$ cat src/rtl/regfile_pkg.sv
// Shared constants and helpers for the register file scoreboard slice.
// Build option REGFILE_BYPASS_EN (see regfile_scoreboard.sv) enables write-to-read forwarding.
package regfile_pkg;

  localparam logic [0:0] ST_INIT = 1'b0;
  localparam logic [0:0] ST_RUN  = 1'b1;

  function automatic int depth_of(input int addr_w);
    return 1 << addr_w;
  endfunction

  // Low bit of port `port` in a flat bus of `width`-bit fields.
  function automatic int port_lo(input int port, input int width);
    return port * width;
  endfunction

endpackage

$ cat src/rtl/regfile_busy_tracker.sv
// Per-register busy bits plus a registered popcount, updated together each edge.
module regfile_busy_tracker
  import regfile_pkg::*;
#(
  parameter int ADDR_W = 5,
  parameter int ZERO_REG = 1,
  localparam int DEPTH = depth_of(ADDR_W)
) (
  input  logic              clk,
  input  logic              rst,
  input  logic              set_en,
  input  logic [ADDR_W-1:0] set_addr,
  input  logic              clr_en,
  input  logic [ADDR_W-1:0] clr_addr,
  output logic [DEPTH-1:0]  busy,
  output logic [ADDR_W:0]   busy_count
);

  logic [DEPTH-1:0] next_busy;
  logic             set_ok;
  logic             inc;
  logic             dec;

  // A set and clear on the same register resolve to set: the new producer wins.
  always_comb begin
    next_busy = busy;
    set_ok    = set_en && !((ZERO_REG != 0) && (set_addr == '0));
    if (clr_en) next_busy[clr_addr] = 1'b0;
    if (set_ok) next_busy[set_addr] = 1'b1;
    inc = set_ok && !busy[set_addr];
    dec = clr_en && busy[clr_addr] && !(set_ok && (set_addr == clr_addr));
  end

  always_ff @(posedge clk) begin
    if (rst) begin
      busy       <= '0;
      busy_count <= '0;
    end else begin
      busy <= next_busy;
      case ({inc, dec})
        2'b10:   busy_count <= busy_count + (ADDR_W+1)'(1);
        2'b01:   busy_count <= busy_count - (ADDR_W+1)'(1);
        default: busy_count <= busy_count;
      endcase
    end
  end

endmodule

$ cat src/rtl/regfile_scoreboard.sv
// Multi-read-port register file with busy scoreboard and a post-reset clear sweep.
// Define REGFILE_BYPASS_EN to forward same-cycle writeback data to matching read ports.
//
// Handshake: there is no back-pressure. issue_en/wr_en are single-cycle strobes accepted
// on every rising edge while ready=1 and dropped while ready=0; reads are combinational.
module regfile_scoreboard
  import regfile_pkg::*;
#(
  parameter int DATA_W   = 32,
  parameter int ADDR_W   = 5,
  parameter int NUM_RD   = 2,
  parameter int ZERO_REG = 1
) (
  input  logic                     clk,
  input  logic                     rst,
  output logic                     ready,
  input  logic [NUM_RD*ADDR_W-1:0] rd_addr,
  output logic [NUM_RD*DATA_W-1:0] rd_data,
  output logic [NUM_RD-1:0]        rd_busy,
  input  logic                     issue_en,
  input  logic [ADDR_W-1:0]        issue_addr,
  input  logic                     wr_en,
  input  logic [ADDR_W-1:0]        wr_addr,
  input  logic [DATA_W-1:0]        wr_data,
  output logic [ADDR_W:0]          busy_count,
  output logic [0:0]               state_dbg
);

  localparam int DEPTH = depth_of(ADDR_W);

  logic [DATA_W-1:0] regs [DEPTH];
  logic [0:0]        state;
  logic [ADDR_W-1:0] clr_ptr;
  logic [DEPTH-1:0]  busy;
  logic              run;

  assign run       = (state == ST_RUN);
  assign ready     = run;
  assign state_dbg = state;

  always_ff @(posedge clk) begin
    if (rst) begin
      state   <= ST_INIT;
      clr_ptr <= '0;
    end else if (state == ST_INIT) begin
      clr_ptr <= clr_ptr + ADDR_W'(1);
      if (clr_ptr == '1) state <= ST_RUN;
    end
  end

  // Storage carries no reset of its own; the sweep clears it one entry per cycle.
  always_ff @(posedge clk) begin
    if (!rst) begin
      if (state == ST_INIT)
        regs[clr_ptr] <= '0;
      else if (wr_en && !((ZERO_REG != 0) && (wr_addr == '0)))
        regs[wr_addr] <= wr_data;
    end
  end

  regfile_busy_tracker #(
    .ADDR_W   (ADDR_W),
    .ZERO_REG (ZERO_REG)
  ) u_busy (
    .clk        (clk),
    .rst        (rst),
    .set_en     (run && issue_en),
    .set_addr   (issue_addr),
    .clr_en     (run && wr_en),
    .clr_addr   (wr_addr),
    .busy       (busy),
    .busy_count (busy_count)
  );

  always_comb begin : rd_mux
    logic [ADDR_W-1:0] a;
    a       = '0;
    rd_data = '0;
    rd_busy = '0;
    for (int i = 0; i < NUM_RD; i++) begin
      a = rd_addr[port_lo(i, ADDR_W) +: ADDR_W];
      if (run && !((ZERO_REG != 0) && (a == '0))) begin
        rd_data[port_lo(i, DATA_W) +: DATA_W] = regs[a];
        rd_busy[i] = busy[a];
`ifdef REGFILE_BYPASS_EN
        if (wr_en && (wr_addr == a)) begin
          rd_data[port_lo(i, DATA_W) +: DATA_W] = wr_data;
          rd_busy[i] = issue_en && (issue_addr == a);
        end
`endif
      end
    end
  end

endmodule
$ cat config.mk
export PLATFORM = sky130hd
export DESIGN_NAME = regfile_scoreboard
export DESIGN_NICKNAME = d
export VERILOG_FILES = /design/src/rtl/regfile_pkg.sv /design/src/rtl/regfile_busy_tracker.sv /design/src/rtl/regfile_scoreboard.sv
export SDC_FILE = /design/constraint.sdc
export NUM_CORES = 1
export LEC_CHECK = 0
export CAP_MARGIN = 25
export CORE_ASPECT_RATIO = 1.1
export CORE_MARGIN = 5
export CORE_UTILIZATION = 55
export CTS_CLUSTER_SIZE = 20
export DETAILED_ROUTE_END_ITERATION = 10
export PLACE_DENSITY_LB_ADDON = 0.1
export REMOVE_ABC_BUFFERS = 1
export SLEW_MARGIN = 20
export SYNTH_ARGS = -nofsm -noshare
export SYNTH_HDL_FRONTEND = slang
export SYNTH_HIERARCHICAL = 1
export SYNTH_SLANG_ARGS = --single-unit
$ cat constraint.sdc
create_clock -name clk -period 3.85 [get_ports clk]
set_clock_uncertainty 0.15 [all_clocks]
set_input_delay 0.77 -clock clk [delete_from_list [all_inputs] [get_ports clk]]
set_output_delay 0.77 -clock clk [all_outputs]
set_load 0.02 [all_outputs]
# Word-level counts from Yosys, hierarchy flattened
# Memories as Yosys holds them, arrays and structs flattened.
# Index checks and enable logic that the tools add are counted.
# W data, S select, Z words.
# classes
order_cmp	6
n_mux	31
eq_ne	4
bitwise_logic	3
addsub	3
reduce_logical	24
# ops
cell	n
$mux W32	5
$and A32 B32 Y32	1
$not A32 Y32	1
$or A32 B32 Y32	1
$reduce_or A32 Y1	1
$lt A5 B6 Y1 const B	4
$bmux W1 S5	4
$logic_not A5 Y1	4
$mux W1	18
$logic_and A1 B1 Y1	12
$pmux W6 S2	1
$demux W1 S5	2
$ge A5 B1 Y1 const B	2
$add A6 B1 Y6 const B	1
$logic_not A1 Y1	6
$sub A6 B1 Y6 const B	1
$add A5 B1 Y5 const B	1
$eq A5 B5 Y1	1
$eq A5 B5 Y1 const B	1
$mux W5	1
$eq A2 B1 Y1 const B	1
$eq A2 B2 Y1 const B	1
$reduce_bool A2 Y1	1
# totals
n_memories	1
ff_bits	44
output_inout_bits	74
input_bits	56
word_cells	76
ram_bits	1024
# mem_list
memory	words	word_bits	rd	rd_clocked_by_memory_dff	wr	line	rtl
regs	32	32	2	0	1	regfile_scoreboard.sv:31	logic [DATA_W-1:0] regs [DEPTH];

# Longest topological paths before layout
# depth
depth_word	9
depth_mapped	14
depth_no_buf	13

# Modules after synthesis
# The synthesis kept the hierarchy.
# by_module_without_submodules
mod	seq_area_each_um2	n_inst	area_each_um2	cells_each
regfile_scoreboard	30869.6	1	48851.9	2534
regfile_busy_tracker	760.7	1	2341.0	284

# Least setup slack after synthesis
# Ideal clock, no wire load.
# synth_timing
kind	input-to-reg
from	in wr_addr[1]
to	mem regs[17][0] (enable)
required_time_ns	3.268
path_buffers	0
setup_ns	0.432
stages	4
t_arrival_ns	3.340
slack_ns	-0.072
cell_sequence	or4_1 -> o21ai_2 -> a21oi_1 -> a21oi_1
# synth_via
elab_chain_len	9
elab_cells_between_ends	10
classes_between	mux (6); reduce/logical (4)
# synth_lines
item	line	rtl
start, declared	regfile_scoreboard.sv:23	input logic [ADDR_W-1:0] wr_addr,
$logic_not A5 Y1	regfile_scoreboard.sv:56	else if (wr_en && !((ZERO_REG != 0) && (wr_addr == '0)))
$logic_not A1 Y1	regfile_scoreboard.sv:56	
$logic_and A1 B1 Y1	regfile_scoreboard.sv:56	
$mux W1	regfile_scoreboard.sv:56	
$mux W1	regfile_scoreboard.sv:54	if (state == ST_INIT)
$mux W1	regfile_scoreboard.sv:53	if (!rst) begin
$mux W1 (not written as such)	regfile_scoreboard.sv:57	regs[wr_addr] <= wr_data;
$reduce_or A32 Y1 (no line)	-	
$mux W5 (no line) or $mux W1 (tied branches)	-	
end, declared	regfile_scoreboard.sv:31	
# Several ways; a longest one is shown, not always the timed one.

# Final worst setup path
# layout_timing
from	in rd_addr[5]
to	out rd_data[37]
# layout_via
elab_chain_len	4
elab_cells_between_ends	5
classes_between	mux (1); reduce/logical (3); memory (1)
# layout_lines
item	line	rtl
start, declared	regfile_scoreboard.sv:17	input logic [NUM_RD*ADDR_W-1:0] rd_addr,
branches (longest 3 deep; another with $mem_v2 Z32 W32)	-	
$mux W32 (*)	regfile_scoreboard.sv:82	if (run && !((ZERO_REG != 0) && (a == '0))) begin
end, declared	regfile_scoreboard.sv:18	output logic [NUM_RD*DATA_W-1:0] rd_data,
# Every way passes the cells marked *.

==> results by group <==
Power and ir drop
  • Static Leak: ~19 nW
  • Peak VDD IR: between 0.4 and 0.5 mV
  • Power per cell area: 405.8 nW/µm²

Final layout
  • # fillers: between 6000 and 7000
  • P&R area growth vs syn: 20.42%
  • Commonest cells after routing, fill and taps aside: edfxtp_1 (1024), mux4_2 (458), mux2i_1 (316)
  • Share of cells above drive strength 1: 0.3550
  • Flip-flop and latch area: 31630 µm²
  • Nets@finish: 3309
  • Multi-input combinational cell area: approximately 19000 µm²
  • Fin util: 0.6663
  • Design area: between 60000 and 70000 µm²
  • Most common cell after layout, fill and taps aside: edfxtp_1

Worst hold path
  • Worst Hold End: u_busy/busy_count[2]$_SDFFE_PP0P_
  • HP Class: register to register
  • WHS Path Cells: 2
  • Worst hold start: u_busy/busy_count[2]$_SDFFE_PP0P_

Timing
  • Crit share post-route: 0.9977
  • Rel. slew slack: 0.2410
  • Setup TNS: 0 ps
  • Post-route setup slack: 8.691 ps
  • Slew Limit Fails: 0
  • RSZ-0062 raised after global routing: yes
  • Hold Worst Slack: between 300 and 400 ps
  • Achievable frequency: 260.3 MHz
  • Final Hold Viols: 0
  • Setup violators final: 0
  • Slew @ Worst Pin: 1138 ps
  • Post-route minimum period: 3841 ps

Detailed routing
  • Post-route antenna net violation count: 0
  • Vias: 32430
  • DR iter-0 viols: 3860
  • Remaining DRCs: 0
  • Final wirelength: around 160000 µm
  • WL/cell: between 30 and 40 µm
  • Routed vias/inst: around 7.1
  • Drt first pass iters: 6

Clocking
  • Clk Latency, worst-skew pair: around 690 ps
  • Max clock buf depth: 3
  • # clock sinks: 1068
  • Clock-pin slew on the worst setup and hold paths: approximately 60 ps
  • Num CTS Buffers: around 110
  • # H-tree levels: 3
  • Root Driver: clkbuf_16
  • CTS tree: done

Critical path
  • Req. time, crit path: about 2900 ps
  • Worst Path Arrival: 2920 ps
  • Crit Reg-Reg Endpoint: u_busy/busy_count[5]$_SDFFE_PP0P_
  • Crit end category: primary output
  • R2R setup slack: between 300 and 400 ps
  • Type of origin of the critical path: input pin
  • Crit Path Max Fanout: 22
  • Worst R2R Path Depth: 11
  • WS Path Type: input pin to primary output
  • FF-to-FF Start: u_busy/busy[15]$_SDFF_PP0_

Global routing
  • First-pass GRT wire length: roughly 230000 µm
  • Initial antenna violation count: 5
  • Via count of the first global-routing pass: between 30000 and 40000
  • GRT overflow: 0
  • Largest net degree at the start of global routing: 65
  • GRT Overall Usage: 0.3246

Synthesis
  • Synthesized area: 51190 µm²
  • Post-synth EDFFs: roughly 1000
  • Syn. warnings: 6
  • Yosys reg bits: roughly 1100
  • Average instance area after synthesis: 18.17 µm²
  • Area leader, netlist: edfxtp_1
  • Ys flop type: edfxtp_1
  • Async SR Flop Fraction: 0
  • Seq/Total Area, Yosys: 0.6179
  • Post-Synthesis Cells: 2818
  • Synth area leaders: edfxtp_1 (60%), mux4_2 (20%), mux2i_1 (6.2%)
  • Share of the synthesized area in the top cell type: 0.6007
  • Synth cell types: 58

Place
  • Placed cell area: 57450 µm²
  • Pre-CTS setup slack: -939.7 ps
  • RD Place Congestion: around 0.9
  • Port bufs: between 100 and 150
  • DPL Wire Length: slightly above 100000 µm

Floorplanning
  • Die height: roughly 330 µm
  • Total core area: 92520 µm²
  • I/O pins: 130
  • Die area: slightly below 100000 µm²
  • Die width: 300.9 µm
  • Row cnt: between 100 and 150
  • Starting Density: 0.5533

Run status
  • Status: finished clean

Run
  • MaxCap Viol Count: 0
-- critical path, stage by stage --
cell and delay (ps):
buf_8 130, buf_4 270, buf_16 250, mux4_2 520, mux2_2 290, nand2_1 130
nand4_1 160, dlygate4sd2_1 370
-- registers in the layout, indices dropped and copies added (netlist names) --
register           cells
clr_ptr                5
regs                1024
u_busy/busy           32
u_busy/busy_count      6
ready                  1
-- area by class of cell --
type,instances,area share
Inverter,9,0.0005480
Timing Repair Buffer,541,0.1004
Clock buffer,134,0.04680
Tap cell,1249,0.02535
Sequential cell,1068,0.5131
Antenna cell,1,0.00004059
Multi-Input combinational cell,1516,0.3032
Clock inverter,67,0.01055
-- where the power goes --
part / switching, mW / total [mW] / internal [mW]
clock: 4.46 / 10.6 / 6.11
sequential: 0.0420 / 12.7 / 12.6
combinational: 0.909 / 1.78 / 0.870
total: 5.41 / 25.0 / 19.6
-- through the flow --
stage               power [mW]  cells
CTS                      25.09   4575
floorplan                13.57   2593
finish                   25.02   4585
detailed placement       14.59   4356
global placement         14.56   4356
global route             25.68   4584
-- routing by layer --
metal / track usage / vias up / wire (µm) / share of wire
li1: - / 12830 / - / -
met1: 0.4325 / 16960 / 59140 / 0.37
met2: 0.5281 / 2184 / 78220 / 0.48
met3: 0.06652 / 456 / 16480 / 0.10
met4: 0.1414 / 4 / 8155 / 0.050
met5: 0 / - / 20 / 0.00012
-- how the worst max path moves through the flow --
stage                     slack, ps  cells after the start                                 to             start
after floorplan                -370                      4              regs[17][0]$_DFFE_PP_  ready$_SDFF_PP0_
after global placement         -970                     13  u_busy/busy_count[5]$_SDFFE_PP0P_     issue_addr[0]
after detailed placement       -940                     13  u_busy/busy_count[5]$_SDFFE_PP0P_     issue_addr[0]
after CTS                        10                      9                         rd_data[1]        rd_addr[1]
after global routing            -20                      8                        rd_data[37]        rd_addr[5]
final                             9                      8                        rd_data[37]        rd_addr[5]
-- cell families (layout without fill, tap and decap cells) --
family                   count (synthesis)  after routing  synth area share
flip-flops                            1068           1068            0.6179
multiplexers                           816            816            0.2732
AND/OR/NAND/NOR                        346            346           0.03483
AO/OA/AOI/OAI                          336            336           0.04605
buffers and inverters                  234            751           0.02427
XOR/XNOR                                10             10          0.001711
adder cells (fa/ha/maj)                  8              8          0.002102
other                                    0              1                 0
-- cell usage after synthesis (42+ instances only) --
cell      number
a21oi_1       61
a22oi_1       60
and2_1        42
buf_2         93
buf_4         46
clkbuf_1      69
dfxtp_1       44
edfxtp_1    1024
mux2i_1      316
mux4_2       457
nand2_1       84
nand3_1       49
nor2_1        58
-- repair_timing --
item | 4_1_cts | 5_1_grt
hold buffers | 0 | 0
endpoints found under the setup margin | 57 | 14
gates resized for setup | 140 | 12
hold endpoints to repair | 0 | 0
pin swaps | 3 | 0
cloned | 8 | 2
setup buffers | 10 | 0
(Power assumes the default switching activity.)
